===== config.mk =====
export PLATFORM = sky130hd
export DESIGN_NAME = vram_write_arbiter
export DESIGN_NICKNAME = d
export VERILOG_FILES = /design/src/rtl/vram_pkg.sv /design/src/rtl/vram_fill_seq.sv /design/src/rtl/vram_write_arbiter.sv
export SDC_FILE = /design/constraint.sdc
export NUM_CORES = 1
export LEC_CHECK = 0
export ABC_AREA = 1
export BUFFER_PORTS_ARGS = -buffer_cell sky130_fd_sc_hd__buf_4
export CORE_UTILIZATION = 44
export CTS_CLUSTER_DIAMETER = 80
export DETAILED_ROUTE_END_ITERATION = 8
export GPL_TIMING_DRIVEN = 0
export PLACE_DENSITY = 0.72
export SKIP_LAST_GASP = 1
export SLEW_MARGIN = 20
export SYNTH_ARGS = -nofsm -noshare
export SYNTH_HDL_FRONTEND = slang
export SYNTH_HIERARCHICAL = 1
export SYNTH_SLANG_ARGS = --single-unit

===== constraint.sdc =====
create_clock -name clk -period 2.8 [get_ports clk]
set_clock_uncertainty 0.05 [all_clocks]
set_input_delay 0.28 -clock clk [delete_from_list [all_inputs] [get_ports clk]]
set_output_delay 0.28 -clock clk [all_outputs]
set_load 0.02 [all_outputs]

===== src/rtl/vram_pkg.sv =====
// Shared constants, data types and fill FSM states for the VRAM write
// arbiter. Optional vblank-only fill gating: VRAM_FILL_VBLANK_ONLY_EN.
package vram_pkg;

  localparam int VRAM_COLS   = 60;
  localparam int VRAM_ROWS   = 17;
  localparam int VRAM_CELLS  = VRAM_COLS * VRAM_ROWS;
  localparam int VRAM_ADDR_W = 10;
  localparam int VRAM_DATA_W = 8;

  typedef logic [VRAM_ADDR_W-1:0] vram_addr_t;
  typedef logic [VRAM_DATA_W-1:0] vram_data_t;

  typedef enum logic [1:0] {
    F_IDLE,
    F_RUN,
    F_DONE
  } fill_state_t;

endpackage


===== src/rtl/vram_fill_seq.sv =====
// Screen fill sequencer: walks the pointer over every text cell,
// offering one write slot per cycle while the gate is open.
module vram_fill_seq
  import vram_pkg::*;
#(
  parameter int CELLS  = VRAM_CELLS,
  parameter int ADDR_W = VRAM_ADDR_W,
  parameter int DATA_W = VRAM_DATA_W
) (
  input  logic              clk,
  input  logic              rst,
  input  logic              start_i,
  input  logic [DATA_W-1:0] char_i,
  input  logic              gate_i,
  input  logic              grant_i,
  output logic              want_o,
  output logic [ADDR_W-1:0] addr_o,
  output logic [DATA_W-1:0] data_o,
  output logic              busy_o,
  output logic              done_o
);

  localparam logic [ADDR_W-1:0] LAST = ADDR_W'(CELLS - 1);

  fill_state_t       state_q, state_d;
  logic [ADDR_W-1:0] ptr_q, ptr_d;
  logic [DATA_W-1:0] char_q, char_d;

  always_comb begin
    state_d = state_q;
    ptr_d   = ptr_q;
    char_d  = char_q;
    unique case (state_q)
      F_IDLE: begin
        if (start_i) begin
          char_d  = char_i;
          ptr_d   = '0;
          state_d = F_RUN;
        end
      end
      F_RUN: begin
        if (grant_i) begin
          if (ptr_q == LAST) state_d = F_DONE;
          else ptr_d = ptr_q + ADDR_W'(1);
        end
      end
      F_DONE:  state_d = F_IDLE;
      default: state_d = F_IDLE;
    endcase
  end

  always_ff @(posedge clk) begin
    if (rst) begin
      state_q <= F_IDLE;
      ptr_q   <= '0;
      char_q  <= '0;
    end else begin
      state_q <= state_d;
      ptr_q   <= ptr_d;
      char_q  <= char_d;
    end
  end

  assign want_o = (state_q == F_RUN) && gate_i;
  assign addr_o = ptr_q;
  assign data_o = char_q;
  assign busy_o = (state_q == F_RUN);
  assign done_o = (state_q == F_DONE);

endmodule


===== src/rtl/vram_write_arbiter.sv =====
// VRAM port A owner: CPU byte writes with strict priority over the fill
// engine. VRAM_FILL_VBLANK_ONLY_EN restricts fill writes to vblank.
module vram_write_arbiter
  import vram_pkg::*;
#(
  parameter int CELLS  = VRAM_CELLS,
  parameter int ADDR_W = VRAM_ADDR_W,
  parameter int DATA_W = VRAM_DATA_W
) (
  input  logic              clk,
  input  logic              rst,
  input  logic              cpu_req,
  input  logic [ADDR_W-1:0] cpu_addr,
  input  logic [DATA_W-1:0] cpu_data,
  output logic              cpu_ack,
  input  logic              fill_start,
  input  logic [DATA_W-1:0] fill_char,
  output logic              fill_busy,
  output logic              fill_done,
  input  logic              vsync,
  output logic [ADDR_W-1:0] v_ada,
  output logic [DATA_W-1:0] v_din,
  output logic              v_cea
);

  logic              cpu_ack_q, cpu_ack_d;
  logic              done_q, done_d;
  logic              cea_q, cea_d;
  logic [ADDR_W-1:0] ada_q, ada_d;
  logic [DATA_W-1:0] din_q, din_d;
  logic              vs_meta_q, vs_meta_d;
  logic              vs_sync_q, vs_sync_d;

  logic              cpu_sel, fill_grant, gate;
  logic              fill_want, seq_busy, seq_done;
  logic [ADDR_W-1:0] fill_addr;
  logic [DATA_W-1:0] fill_data;

`ifdef VRAM_FILL_VBLANK_ONLY_EN
  assign gate = vs_sync_q;
`else
  assign gate = vs_sync_q | 1'b1;
`endif

  vram_fill_seq #(
    .CELLS  (CELLS),
    .ADDR_W (ADDR_W),
    .DATA_W (DATA_W)
  ) u_seq (
    .clk     (clk),
    .rst     (rst),
    .start_i (fill_start),
    .char_i  (fill_char),
    .gate_i  (gate),
    .grant_i (fill_grant),
    .want_o  (fill_want),
    .addr_o  (fill_addr),
    .data_o  (fill_data),
    .busy_o  (seq_busy),
    .done_o  (seq_done)
  );

  // The ack cycle masks the request, leaving a gap the fill always wins.
  assign cpu_sel    = cpu_req & ~cpu_ack_q;
  assign fill_grant = fill_want & ~cpu_sel;

  always_comb begin
    cpu_ack_d = cpu_sel;
    done_d    = seq_done;
    cea_d     = cpu_sel | fill_grant;
    ada_d     = ada_q;
    din_d     = din_q;
    vs_meta_d = vsync;
    vs_sync_d = vs_meta_q;
    if (cpu_sel) begin
      ada_d = cpu_addr;
      din_d = cpu_data;
    end else if (fill_grant) begin
      ada_d = fill_addr;
      din_d = fill_data;
    end
  end

  always_ff @(posedge clk) begin
    if (rst) begin
      cpu_ack_q <= 1'b0;
      done_q    <= 1'b0;
      cea_q     <= 1'b0;
      ada_q     <= '0;
      din_q     <= '0;
      vs_meta_q <= 1'b0;
      vs_sync_q <= 1'b0;
    end else begin
      cpu_ack_q <= cpu_ack_d;
      done_q    <= done_d;
      cea_q     <= cea_d;
      ada_q     <= ada_d;
      din_q     <= din_d;
      vs_meta_q <= vs_meta_d;
      vs_sync_q <= vs_sync_d;
    end
  end

  assign cpu_ack   = cpu_ack_q;
  assign fill_done = done_q;
  assign fill_busy = seq_busy;
  assign v_cea     = cea_q;
  assign v_ada     = ada_q;
  assign v_din     = din_q;

endmodule


==> metrics <==
status=finished clean; r2r endpoint=u_seq/addr_o[8]; fill count=506; total die area=0.00557 mm2; synthesized area per cell=7.01 um2; Sink Count=41; CP max-delay cell=dfxtp_1; Layout area overhead=23.7%; FP Rows=26; Power Dens Cells=460 mW/mm2; CORE AREA=0.00511 mm2; dpl cell area=0.00279 mm2; Synth Cell Area=0.00232 mm2; Pins Over Slew Limit=0; max_cap viols=0; worst hold stages=2; sequential cell area=821 um2; post-synthesis cell type count=23; setup bufs post-CTS=0; final worst slack=818 ps; clock root cell=clkbuf_8; post-layout min period=1980 ps; Routed WL=5110 um; starting density of the core=45.4%; fin nets=421; Cells after Synth=331; vias post-DR=2133; final hold vios=0; Max Freq=504 MHz; Mapped Nets=363; GRT overflow=0; hold path start=rst; RSZ-0062 raised after global routing=false; Setup WS pre-CTS=814 ps; Via density=4.64; Final Instance Area=0.00287 mm2; YS warnings=6; crit-path cells=nand2_2, nor2_1, buf_6, inv_2, buf_4, a21oi_1, inv_1, o21ai_2, nand2_2, inv_2, nand2_1, nand2_1, nor2_1; die width=74.6 um; Max rail drop VDD=0.000229 V; share of cells above drive strength 1=31.0%; DR iter-0 viols=89; Worst Hold Class=input pin to register; CP Data Required Time=2940 ps; CTS Buf Count=5; leak pwr=1.34 nW; Largest stage delay, worst path=390 ps; top_reg_cell synth=dfxtp_1; R2R cell count=13; first-pass GRT wire length=8630 um; Final Setup Violations=0; Die Y=74.6 um; kind of critical path=register to register; I/O Buffers=51; via count of the first global-routing pass=1932; Setup crit end kind=register; sequential area share after synthesis=35.4%; Crit Path Max Fanout=10; Clock Latency Late Sink=290 ps; DR WL/cell=11.1 um; flops & latches, synth=41; Max Root-Sink Buffers=2; antenna violation net count after detailed routing=0; DRT Pass-1 Iters=4; drt drc=0; placed insts=452; Ports=53; CTS HTree Levels=2; Final Cycle Share=70.8%; flop2flop setup slack=820 ps; gpl congestion=0.828; largest net degree at the start of global routing=12; Resized cells post-CTS=0; global-route usage over all layers=20.0%; initial antenna violation count=0; CTS tree=built; Reg clk slew, reported paths=80 ps; DP HPWL=3850 um; Hold Buf Count CTS=0; startpoint types=register; hold_ws=154 ps; Hold EP=v_ada[1]; area occupied by multi-input gates=0.00117 mm2; worst r2r src=u_seq/state_q[0]; setup TNS after final layout=0 ps; Antenna Cells=0; Post-synth EDFFs=0; final cell count without fillers=460; Data arrival, critical path=2120 ps; share of synthesized flip-flops with an asynchronous set or reset=0%
placed cells by master, fill, tap and decap left out, drive strengths merged:
master and count:
nand2 95, buf 67, nand3 49, nor2 43
inv 43, dfxtp 41, a21oi 25, o21ai 13
clkbuf 9, nor3 2, conb 1, nand4 1
ha 1
sequential cells by signal (all words and copies together) (netlist names):
name           flops
v_cea              1
cpu_ack            1
u_seq/addr_o      10
v_ada             10
u_seq/state_q      2
v_din              8
u_seq/data_o       8
fill_done          1
layer usage:
layer | track usage [%] | up-vias | part of all wire (%)
li1 | - | 1142 | -
met1 | 27.4 | 942 | 50
met2 | 32.6 | 47 | 46
met3 | 3.61 | 2 | 3.8
met4 | 5.03 | 0 | 0.43
met5 | 0 | - | 0
worst max-delay path by stage:
| stage | from | to | cells past startpoint |
|---|---|---|---|
| 3_3_place_gp | u_seq/state_q[0] | u_seq/addr_o[6] | 13 |
| 6_report | u_seq/state_q[0] | u_seq/addr_o[8] | 13 |
| 3_5_place_dp | u_seq/state_q[0] | u_seq/addr_o[8] | 13 |
| 4_1_cts | u_seq/state_q[0] | u_seq/addr_o[8] | 13 |
| 2_1_floorplan | u_seq/state_q[0] | u_seq/addr_o[8] | 13 |
| 5_1_grt | u_seq/state_q[0] | u_seq/addr_o[8] | 13 |
worst max-delay path: cells and delay by family, from the launching register on:
| kind | cells | cell delay (ps) |
|---|---|---|
| AND/OR/NAND/NOR | 6 | 550 |
| buffers and inverters | 5 | 590 |
| flip-flops | 1 | 390 |
| AO/OA/AOI/OAI | 2 | 300 |
final cells by class:
type                       instances  share of cell area, %
timing repair buffer              51                   13.3
inverter                          43                   5.62
multi-input combinational        230                   40.8
clock buffer                       8                   2.79
sequential                        41                   28.6
tap                               70                   3.05
buffer                            17                   5.84
cells by family (layout without fill, tap and decap cells):
group                    after synthesis  in the layout  share of synthesized area, %
AND/OR/NAND/NOR                      190            190                          38.3
buffers and inverters                 60            119                          14.2
flip-flops                            41             41                          35.4
AO/OA/AOI/OAI                         38             38                          11.4
adder cells (fa/ha/maj)                1              1                         0.539
other                                  1              1                         0.162
report_power, final:
part	total [mW]	internal (mW)	switching, mW
clock	0.365	0.177	0.188
combinational	0.305	0.134	0.171
sequential	0.651	0.621	0.0299
total	1.32	0.933	0.389
stage by stage:
stage / power, mW / utilization [%]
2_1_floorplan: 0.862 / -
3_3_place_gp: 0.965 / 54.7
3_5_place_dp: 0.970 / 54.7
4_1_cts: 1.34 / 56.2
5_1_grt: 1.40 / 56.2
6_report: 1.32 / 56.2
synth_stat cells, types with 3 or more instances:
library cell | n | area [um2]
a21oi_1 | 6 | 30.0
a21oi_2 | 19 | 166
buf_2 | 3 | 15.0
buf_4 | 4 | 30.0
buf_6 | 7 | 78.8
dfxtp_1 | 41 | 821
inv_1 | 38 | 143
inv_2 | 5 | 18.8
nand2_1 | 90 | 338
nand2_2 | 5 | 31.3
nand3_1 | 31 | 155
nand3_2 | 18 | 180
nor2_1 | 42 | 158
o21ai_0 | 11 | 55.1
(Power assumes the default switching activity.)
